--- config.mk ---
export PLATFORM = sky130hd
export DESIGN_NAME = pipe_hazard_ctrl
export DESIGN_NICKNAME = d
export VERILOG_FILES = /design/src/rtl/pipe_hazard_ctrl_pkg.sv /design/src/rtl/mem_wait_fsm.sv /design/src/rtl/pipe_hazard_ctrl.sv
export SDC_FILE = /design/constraint.sdc
export NUM_CORES = 1
export LEC_CHECK = 0
export BUFFER_PORTS_ARGS = -buffer_cell sky130_fd_sc_hd__buf_2
export CAP_MARGIN = 0
export CORE_MARGIN = 3
export CORE_UTILIZATION = 31
export CTS_CLUSTER_DIAMETER = 200
export CTS_CLUSTER_SIZE = 14
export DETAILED_ROUTE_END_ITERATION = 6
export PLACE_DENSITY = 0.83
export SLEW_MARGIN = 0
export SYNTH_ARGS = -nofsm -noshare
export SYNTH_HDL_FRONTEND = slang
export SYNTH_SLANG_ARGS = --single-unit
--- constraint.sdc ---
create_clock -name clock -period 4.7 [get_ports clock]
set_clock_uncertainty 0.1 [all_clocks]
set_input_delay 0.705 -clock clock [delete_from_list [all_inputs] [get_ports clock]]
set_output_delay 0.705 -clock clock [all_outputs]
set_load 0.005 [all_outputs]
--- src/rtl/pipe_hazard_ctrl_pkg.sv ---
// Shared types and widths for the backend stall/flush controller.
// LREG_W and PC_W mirror the backend register-index and PC ranges.
package pipe_hazard_ctrl_pkg;

    localparam int LREG_W = 5;
    localparam int PC_W   = 32;

    typedef enum logic [1:0] {
        MEM_IDLE = 2'd0,
        MEM_REQ  = 2'd1,
        MEM_RESP = 2'd2
    } mem_state_e;

    // True when an ID source is really read from the regfile and names rd.
    function automatic logic src_match(
        input logic              is_reg,
        input logic [LREG_W-1:0] rs,
        input logic [LREG_W-1:0] rd
    );
        return is_reg & (rs == rd);
    endfunction

endpackage

--- src/rtl/mem_wait_fsm.sv ---
// MEM-stage request/response tracker; raises o_mem_hold while an access is open.
module mem_wait_fsm
    import pipe_hazard_ctrl_pkg::*;
(
    input  logic clock,
    input  logic reset_n,
    input  logic i_req_valid,
    input  logic i_req_ready,
    input  logic i_resp_valid,
    output logic o_mem_hold
);

    mem_state_e r_state;
    mem_state_e w_state_nxt;

    // State register; reset abandons any outstanding access.
    always_ff @(posedge clock or negedge reset_n) begin
        if (!reset_n) begin
            r_state <= MEM_IDLE;
        end else begin
            r_state <= w_state_nxt;
        end
    end

    // Next state and hold. A response is only honoured from RESP, so an
    // access always spans at least a request cycle and a response cycle.
    always_comb begin
        w_state_nxt = r_state;
        o_mem_hold  = 1'b0;
        case (r_state)
            MEM_IDLE: begin
                if (i_req_valid) begin
                    o_mem_hold = 1'b1;
                    if (i_req_ready) begin
                        w_state_nxt = MEM_RESP;
                    end else begin
                        w_state_nxt = MEM_REQ;
                    end
                end else begin
                    w_state_nxt = MEM_IDLE;
                end
            end
            MEM_REQ: begin
                o_mem_hold = 1'b1;
                if (i_req_ready) begin
                    w_state_nxt = MEM_RESP;
                end else begin
                    w_state_nxt = MEM_REQ;
                end
            end
            MEM_RESP: begin
                if (i_resp_valid) begin
                    o_mem_hold  = 1'b0;
                    w_state_nxt = MEM_IDLE;
                end else begin
                    o_mem_hold  = 1'b1;
                    w_state_nxt = MEM_RESP;
                end
            end
            default: begin
                o_mem_hold  = 1'b0;
                w_state_nxt = MEM_IDLE;
            end
        endcase
    end

endmodule

--- src/rtl/pipe_hazard_ctrl.sv ---
// Central stall/flush controller: load-use, mul/div occupancy, memory waits
// and EX branch redirects, resolved into per-pipeline-register hold/bubble.
module pipe_hazard_ctrl
    import pipe_hazard_ctrl_pkg::*;
#(
    parameter int MULDIV_LAT = 4
) (
    input  logic              clock,
    input  logic              reset_n,
    input  logic              id_instr_valid,
    input  logic [LREG_W-1:0] id_rs1,
    input  logic [LREG_W-1:0] id_rs2,
    input  logic              id_src1_is_reg,
    input  logic              id_src2_is_reg,
    input  logic              ex_instr_valid,
    input  logic [LREG_W-1:0] ex_rd,
    input  logic              ex_is_load,
    input  logic              ex_is_muldiv,
    input  logic              bju_redirect,
    input  logic [PC_W-1:0]   bju_target,
    input  logic              mem_req_valid,
    input  logic              mem_req_ready,
    input  logic              mem_resp_valid,
    output logic              pc_stall,
    output logic              if2id_stall,
    output logic              id2ex_stall,
    output logic              ex2mem_stall,
    output logic              mem2wb_stall,
    output logic              if2id_flush,
    output logic              id2ex_flush,
    output logic              ex2mem_flush,
    output logic              mem2wb_flush,
    output logic              redirect_valid,
    output logic [PC_W-1:0]   redirect_target
);

    localparam int               CNT_W     = (MULDIV_LAT > 1) ? $clog2(MULDIV_LAT) : 1;
    localparam logic             MULDIV_EN = 1'(MULDIV_LAT > 1);
    localparam logic [CNT_W-1:0] CNT_LOAD  = CNT_W'(MULDIV_LAT - 1);
    localparam logic [CNT_W-1:0] CNT_ONE   = CNT_W'(1);
    localparam logic [CNT_W-1:0] CNT_ZERO  = {CNT_W{1'b0}};

    logic [CNT_W-1:0] r_cnt;
    logic             w_mem_hold;
    logic             w_start;
    logic             w_ex_hold;
    logic             w_load_use;
    logic             w_redirect;

    mem_wait_fsm u_mem_wait_fsm (
        .clock        (clock),
        .reset_n      (reset_n),
        .i_req_valid  (mem_req_valid),
        .i_req_ready  (mem_req_ready),
        .i_resp_valid (mem_resp_valid),
        .o_mem_hold   (w_mem_hold)
    );

    assign w_start   = ex_instr_valid & ex_is_muldiv & (r_cnt == CNT_ZERO) & MULDIV_EN;
    assign w_ex_hold = w_start | (r_cnt > CNT_ONE);

    // Mul/div occupancy counter; frozen while MEM holds, since the older
    // instruction in MEM blocks EX from draining anyway.
    always_ff @(posedge clock or negedge reset_n) begin
        if (!reset_n) begin
            r_cnt <= CNT_ZERO;
        end else if (w_mem_hold) begin
            r_cnt <= r_cnt;
        end else if (w_start) begin
            r_cnt <= CNT_LOAD;
        end else if (r_cnt != CNT_ZERO) begin
            r_cnt <= r_cnt - CNT_ONE;
        end else begin
            r_cnt <= r_cnt;
        end
    end

    assign w_load_use = id_instr_valid & ex_instr_valid & ex_is_load
                      & (ex_rd != {LREG_W{1'b0}})
                      & (src_match(id_src1_is_reg, id_rs1, ex_rd)
                       | src_match(id_src2_is_reg, id_rs2, ex_rd));

    // Redirect only on the cycle the branch actually leaves EX.
    assign w_redirect = ex_instr_valid & bju_redirect & ~w_ex_hold & ~w_mem_hold;

    assign pc_stall        = (w_mem_hold | w_ex_hold | w_load_use) & ~w_redirect;
    assign if2id_stall     = (w_mem_hold | w_ex_hold | w_load_use) & ~w_redirect;
    assign id2ex_stall     = w_mem_hold | w_ex_hold;
    assign ex2mem_stall    = w_mem_hold;
    assign mem2wb_stall    = 1'b0;
    assign if2id_flush     = w_redirect;
    assign id2ex_flush     = w_redirect | (w_load_use & ~w_mem_hold & ~w_ex_hold);
    assign ex2mem_flush    = w_ex_hold & ~w_mem_hold;
    assign mem2wb_flush    = w_mem_hold;
    assign redirect_valid  = w_redirect;
    assign redirect_target = bju_target;

endmodule

* Word-level counts from Yosys, hierarchy flattened
Cells that the tools add are included.
** Word-level totals
- Register bits :: 4
- Input bits :: 59
- Output and inout port bits :: 42
- Word-level logic and storage cells :: 46
** Operators by class
- Add/sub/neg operators :: 1
- Magnitude comparators :: 1
- Eq/ne operators :: 4
- Multiplexer cells :: 9
- Bitwise logic cells :: 23
- Reduce and logical (&&, ||, !) cells :: 6
** Operator list (count)
- $and A1 B1 Y1 :: 15
- $eq A5 B5 Y1 :: 2
- $mux W2 :: 5
- $pmux W2 S3 :: 1
- $or A1 B1 Y1 :: 5
- $reduce_bool A5 Y1 :: 1
- $logic_not A2 Y1 :: 2
- $reduce_bool A2 Y1 :: 2
- $not A1 Y1 :: 3
- $pmux W1 S3 :: 1
- $eq A2 B1 Y1 const B :: 1
- $eq A2 B2 Y1 const B :: 1
- $gt A2 B1 Y1 const B :: 1
- $mux W1 :: 2
- $reduce_and A2 Y1 :: 1
- $sub A2 B1 Y2 const B :: 1

* Logic depth before layout (Yosys ltp)
Gate-level depths: netlist of run 1.
- Depth in word-level cells :: 8
- Depth in mapped cells :: 7
- Mapped depth without buffers :: 6

* By module
Synthesis of run 1 repeated with hierarchy kept, for this count alone.
** Second synthesis, totals
- Cell total of the unflattened synthesis :: 85
- Area total of the unflattened synthesis :: 668.1 um2
** By module, submodules not included
- pipe_hazard_ctrl :: times used 1, cells an instance 77, area an instance 585.6 um2, sequential area each 50.0 um2
- mem_wait_fsm :: times used 1, cells an instance 8, area an instance 82.6 um2, sequential area each 50.0 um2

* Least setup slack after synthesis of run 1
Ideal clock, no wire load.
- Kind :: input to output
- From :: input mem_req_valid
- To :: output redirect_valid
- Arrival time :: 1.845 ns
- Setup slack :: 2.050 ns
- Stages on the path :: 5
- Cell sequence :: o21ba_1 or4_4 or2_1 inv_1 buf_4
** On the way
- Cells in the longest elaborated chain, start to end :: 4
** RTL lines
- start, declared :: line pipe_hazard_ctrl.sv:21 : input logic mem_req_valid,
- $mux W1 :: line mem_wait_fsm.sv:32 : if (i_req_valid) begin
- $pmux W1 S3 :: line mem_wait_fsm.sv:30 : case (r_state)
- $not A1 Y1 (no line)
- $and A1 B1 Y1 :: line pipe_hazard_ctrl.sv:84 : assign w_redirect = ex_instr_valid & bju_redirect & ~w_ex_hold & ~w_mem_hold;
- end, declared :: line pipe_hazard_ctrl.sv:33 : output logic redirect_valid,
No other way between the ends.

* Worst setup path in the final report of run 1
- From :: register r_cnt[0]
- To :: output id2ex_flush
** On the way
- Cells in the longest elaborated chain, start to end :: 7
- Elaborated cells on any way between the ends :: 9
- Classes of those cells :: order compare (1); bitwise (7); reduce/logical (1)
** RTL lines
- start, declared :: line pipe_hazard_ctrl.sv:43 : logic [CNT_W-1:0] r_cnt;
- start signal, assigned :: line pipe_hazard_ctrl.sv:68 : r_cnt <= r_cnt;
- start signal, assigned :: line pipe_hazard_ctrl.sv:72 : r_cnt <= r_cnt - CNT_ONE;
- start signal, assigned :: line pipe_hazard_ctrl.sv:74 : r_cnt <= r_cnt;
- $logic_not A2 Y1 :: line pipe_hazard_ctrl.sv:59 : assign w_start = ex_instr_valid & ex_is_muldiv & (r_cnt == CNT_ZERO) & MULDIV_EN;
- $and A1 B1 Y1 :: line pipe_hazard_ctrl.sv:59
- $or A1 B1 Y1 * :: line pipe_hazard_ctrl.sv:60 : assign w_ex_hold = w_start | (r_cnt > CNT_ONE);
- $not A1 Y1 * :: line pipe_hazard_ctrl.sv:84, pipe_hazard_ctrl.sv:92
- $and A1 B1 Y1 (2 in series) :: line pipe_hazard_ctrl.sv:84
- $or A1 B1 Y1 * :: line pipe_hazard_ctrl.sv:92 : assign id2ex_flush = w_redirect | (w_load_use & ~w_mem_hold & ~w_ex_hold);
- end, declared :: line pipe_hazard_ctrl.sv:30 : output logic id2ex_flush,
Every way passes the cells marked *; elsewhere a longest branch is shown, timed or not.

==> impl_metrics.toml, run 1 <==
[run_status]
status = "finished clean"

[place]
portBuffers = 35
dpl.hpwl_um = 1510
place_area_um2 = 614
dp_worst_setup_slack_ns = 1.87
gp_congestion = 0.619

[route]
first_pass_iters = 4
drtIter0Drc = 4
ant_nets = 0
vias = 498
wl_per_cell_um = 14.4
vias_per_cell = 4.49
drc = 0
drt-total-wl_um = 1600

[floorplan]
dieArea_mm2 = 0.00278
rows = 16
die_w_um = 52.7
die_h_um = 52.7
num_io_pins = 101
start_util_pct = 33.4
core_area_mm2 = 0.00202

[layout]
fin_area_um2 = 637
syn2layout_area_growth_pct = -5.74
fin_util_pct = 31.5
diodes = 0
drive_gt1_share_pct = 47.6
nets = 147
fillers = 227

[yosys]
synth.cell_area_um2 = 676
yosys_warnings = 0
synth_top_area_cell = "buf_4"
synth.distinct_cells = 28
synth.avg_cell_area_um2 = 8.24
yosys.area.top_type_share_pct = 40.0
synth_area_leaders = "buf_4 40%, dfrtp_1 15%, xor2_1 10%, ha_1 3.7%, xnor2_1 2.6%"
synth.net_count = 143
synthCells = 82
ys_seq_elements = 4
ys_seq_area_share_pct = 14.8

[timing]
rsz0062_at_grt = "false"
setup_tns_ns = 0
hold_viol = 0
fmax_mhz = 348
period_minus_slack_ns = 2.87
drv_slew = 0
setup_viol = 0
worst_slack_ns = 1.83
fin_crit_sh_pct = 61.1

[power]
combPwrFrac_pct = 56.3
powerDensity_mw_per_mm2 = 338
leakage_uw = 0.000352
p_switching_uw = 78.0
p_sw_share_pct = 36.3
p_seq_share_pct = 24.5
finalPower_uw = 215
vdd_ir_drop_max_mv = 0.175
p_int_uw = 137
clockPowerShare_pct = 19.2

[flow_run]
cap_violations = 0

[worst_setup_path]
slowest_delay_ns = 0.50
crit_type = "reg -> out"
worstSetupEndpointType = "output port"
worstPathCellList = "inv_1 -> ha_1 -> and3_1 -> or4_4 -> or2_1 -> o31ai_1 -> buf_2"
cp_max_fo = 4
crit_arrival_ns = 2.06
startpoint_type = "flip-flop"
r2r_cells = 4
cp.required_ns = 3.89
slowest_stage = "or4_4"

[global_route]
grtUsageTotal_pct = 11.4
antenna_found_initial = 0
grt-ovfl-total = 0
grt_pass1_wl_um = 2280
grt_max_degree = 6
grt_pass1_vias = 516

[clock_tree]
cts_resized = 0
path_clk_slew_ns = 0.03
clockRootBuffer = "clkbuf_4"
htree_levels = 1
cts_max_path_buffers = 2
cts_buffers = 3
clock_sinks = 4
insertion_delay_ns = 0.23
cts_hold_buf = 0
cts_tree = "built"
cts_post_setup_buffers_inserted = 0

[min_path]
hp-class = "in -> async"
worst max-delay path: cells and delay by family (launching register included):
kind | cells | cell delay (ns)
compound gates | 1 | 0.07
simple gates | 3 | 0.96
fa+ha+maj | 1 | 0.23
buf+inv | 2 | 0.22
flops | 1 | 0.36
path summary, 6_finish.rpt:
path                       slack [ns]                       from                   endpoint
max reg2reg                      3.17  u_mem_wait_fsm.r_state[0]                   r_cnt[1]
min                              0.17                    reset_n  u_mem_wait_fsm.r_state[0]
min reg2reg                      0.47                   r_cnt[1]                   r_cnt[1]
min in group clock               0.47                   r_cnt[1]                   r_cnt[1]
max                              1.83                   r_cnt[0]                id2ex_flush
max in group asynchronous        4.21                    reset_n                   r_cnt[0]
through the flow:
stage / instances / hold slack [ns]
floorplan: 82 / 0.309
global placement: 108 / 0.410
detailed placement: 108 / 0.416
CTS: 111 / 0.166
global route: 111 / 0.158
finish: 111 / 0.171
flip-flops by register name, indices dropped and copies added (netlist names):
register / cells
r_cnt: 2
u_mem_wait_fsm.r_state: 2
power by group through the flow:
stage	registers, uW	logic, uW	clock network (uW)
2_1_floorplan	51.3	105	0
3_3_place_gp	51.8	117	0
3_5_place_dp	53.4	124	0
4_1_cts	53.0	124	43.5
5_1_grt	55.1	138	46.1
6_report	52.7	121	41.3
layout by cell type, fill, tap and decap left out, types with 2 or more instances in the layout:
cell / Yosys / final
a21o_1: 2 / 2
clkbuf_4: 0 / 3
buf_2: 0 / 35
nor2_1: 2 / 2
inv_1: 3 / 3
dfrtp_1: 4 / 4
nand2_1: 2 / 2
xnor2_1: 2 / 2
nor2b_1: 2 / 2
nor4_1: 2 / 2
xor2_1: 8 / 8
ha_1: 2 / 2
cell type report:
class                   instances  area [um^2]  share of cell area, %
well taps                      27         33.8                   5.30
repair buffers                 35          175                   27.5
flip-flops and latches          4          100                   15.7
inverters                       3         11.3                   1.77
clock buffers                   3         22.5                   3.54
multi-input cells              39          294                   46.2
synth_stat cells (all sizes together):
library cell	number
xor2	8
and2	1
mux2i	1
nor2	2
buf	36
xnor2	2
dfrtp	4
o21ba	1
nor2b	2
ha	2
inv	3
nor4	2
and3	1
o21bai	1
nand2b	1
o2111ai	1
a21o	2
o31ai	1
or2	2
or4	2
nor3b	1
conb	1
a32oi	1
a21oi	1
nand2	2
o21a	1
metal layers:
metal | vias to the layer above | global-route usage, % | part of all wire (%)
li1 | 235 | - | -
met5 | - | 0 | 0
met4 | 0 | 8.94 | 4.2
met3 | 10 | 5.13 | 17
met1 | 205 | 9.61 | 27
met2 | 48 | 20.5 | 52
logic make-up after synthesis:
kind of cell | Yosys count | share of synthesized area, %
AND/OR/NAND/NOR | 16 | 14.4
other | 1 | 0.555
buffers and inverters | 39 | 41.7
flip-flops | 4 | 14.8
adder cells (fa/ha/maj) | 2 | 3.70
AO/OA/AOI/OAI | 9 | 10.4
XOR/XNOR | 10 | 13.0
multiplexers | 1 | 1.48
Note: power is estimated with default switching activity, not from simulation.
==> run 2: changes to the inputs <==
Settings changed: CORE_UTILIZATION 31 to 26, PLACE_DENSITY 0.83 to 0.74.
Clock period 4.7 ns to 2.6 ns, I/O delays scaled along.
==> run 2 against run 1 <==
  * Power grew 83%
  * Sequential cell count is the same
  * Critical path depth is the same
  * Critical path type unchanged
==> impl_metrics.toml, run 2 (synthesis results as in run 1) <==
[route]
first_pass_iters = 4
drc = 0
vias_per_cell = 4.32
ant_nets = 0
drtIter0Drc = 2
drt-total-wl_um = 1390
vias = 493
wl_per_cell_um = 12.2

[layout]
reg_top3 = "r_cnt (2), u_mem_wait_fsm.r_state (2)"
final_common_cell = "buf_2"
layout_common_cells = "35 x buf_2, 8 x xor2_1, 4 x dfrtp_1"
fin_area_um2 = 656
fillers = 274
multiInputGateArea_um2 = 294
syn2layout_area_growth_pct = -2.96
drive_gt1_share_pct = 47.7
nets = 149
diodes = 0
seq_area_um2 = 100
layoutNonFillerInstCount = 114

[timing]
whs_ns = 0.221
hold_viol = 0
period_minus_slack_ns = 2.47
fmax_mhz = 405
drv_slew = 0
fin_crit_sh_pct = 95.0
rsz0062_at_grt = "false"
setup_tns_ns = 0
setup_viol = 0

[place]
portBuffers = 35
place_area_um2 = 616
place_inst = 109
dpl.hpwl_um = 1240
gp_congestion = 0.708

[global_route]
antenna_found_initial = 0
grt_max_degree = 6
grt_pass1_wl_um = 2190
grt_pass1_vias = 527
grt-ovfl-total = 0
grtUsageTotal_pct = 8.32

[clock_tree]
insertion_delay_ns = 0.23
cts_tree = "built"
clockRootBuffer = "clkbuf_4"
cts_buffers = 3
cts_max_path_buffers = 2
path_clk_slew_ns = 0.04
clock_sinks = 4
htree_levels = 1

[floorplan]
rows = 17
num_io_pins = 101
dieArea_mm2 = 0.00325
die_h_um = 57.0
die_w_um = 57.0
start_util_pct = 28.9
core_area_mm2 = 0.00234

[worst_setup_path]
crit_type = "reg -> out"
cp.required_ns = 2.11
crit_path_start = "r_cnt[0]"
worstSetupEndpointType = "output port"
r2r_start = "u_mem_wait_fsm.r_state[0]"
timing.rr.end = "r_cnt[1]"
r2r_cells = 4
ff2ff_setup_slack_ns = 1.06
cp_max_fo = 4
startpoint_type = "flip-flop"
crit_arrival_ns = 1.98
crit_path_end = "id2ex_flush"

[power]
finalPower_uw = 393
leakage_uw = 0.000361
powerDensity_mw_per_mm2 = 600
vdd_ir_drop_max_mv = 0.386

[min_path]
hp-class = "in -> reg"

[run_status]
status = "finished clean"

[flow_run]
cap_violations = 0
run 2: worst max-delay path, cell delays in order, from the launching register on:
cell	delay [ns]
dfrtp_1	0.33
inv_1	0.06
ha_1	0.22
and3_1	0.20
or4_4	0.49
or2_1	0.26
o31ai_1	0.06
buf_2	0.14
run 2: layout make-up:
cell class | count | share of cell area (%)
multi-input cells | 39 | 44.8
clock buffers | 3 | 3.44
inverters | 3 | 1.72
well taps | 28 | 5.34
repair buffers | 37 | 29.4
flip-flops and latches | 4 | 15.3
run 2: repair_timing:
action                                  4_1_cts  5_1_grt
hold buffers                                  1        0
buffers inserted                              0        1
endpoints found under the hold margin         4        0
endpoints found under the setup margin        0        1
resized for setup                             0        0
run 2: per-stage QoR:
step                worst slack (ns)  util [%]
floorplan                      0.394         -
global placement               0.368      26.3
detailed placement             0.320      26.3
CTS                           0.0791      27.7
global route                 0.00742      28.0
finish                         0.130      28.0
run 2: how the worst min path moves through the flow:
| stage | start | to | slack (ns) | depth (start not counted) |
|---|---|---|---|---|
| 2_1_floorplan | reset_n | r_cnt[0] | -0.006 | 0 |
| 3_3_place_gp | reset_n | r_cnt[1] | 0.09 | 1 |
| 3_5_place_dp | reset_n | u_mem_wait_fsm.r_state[1] | 0.1 | 1 |
| 4_1_cts | mem_req_ready | u_mem_wait_fsm.r_state[0] | 0.22 | 2 |
| 5_1_grt | mem_req_ready | u_mem_wait_fsm.r_state[0] | 0.23 | 2 |
| 6_report | mem_req_ready | u_mem_wait_fsm.r_state[0] | 0.22 | 2 |
run 2: power by group:
group	leakage [uW]	switching, uW	internal (uW)
clock network	0.0000138	22.9	51.5
registers	0.0000493	9.04	83.4
logic	0.000298	105	122
run 2: metal layers:
| metal | track usage [%] | up-vias | share of wire (%) |
|---|---|---|---|
| li1 | - | 240 | - |
| met1 | 6.97 | 209 | 29 |
| met2 | 15.8 | 36 | 59 |
| met3 | 4.30 | 8 | 10 |
| met4 | 3.97 | 0 | 1.5 |
| met5 | 0 | - | 0 |
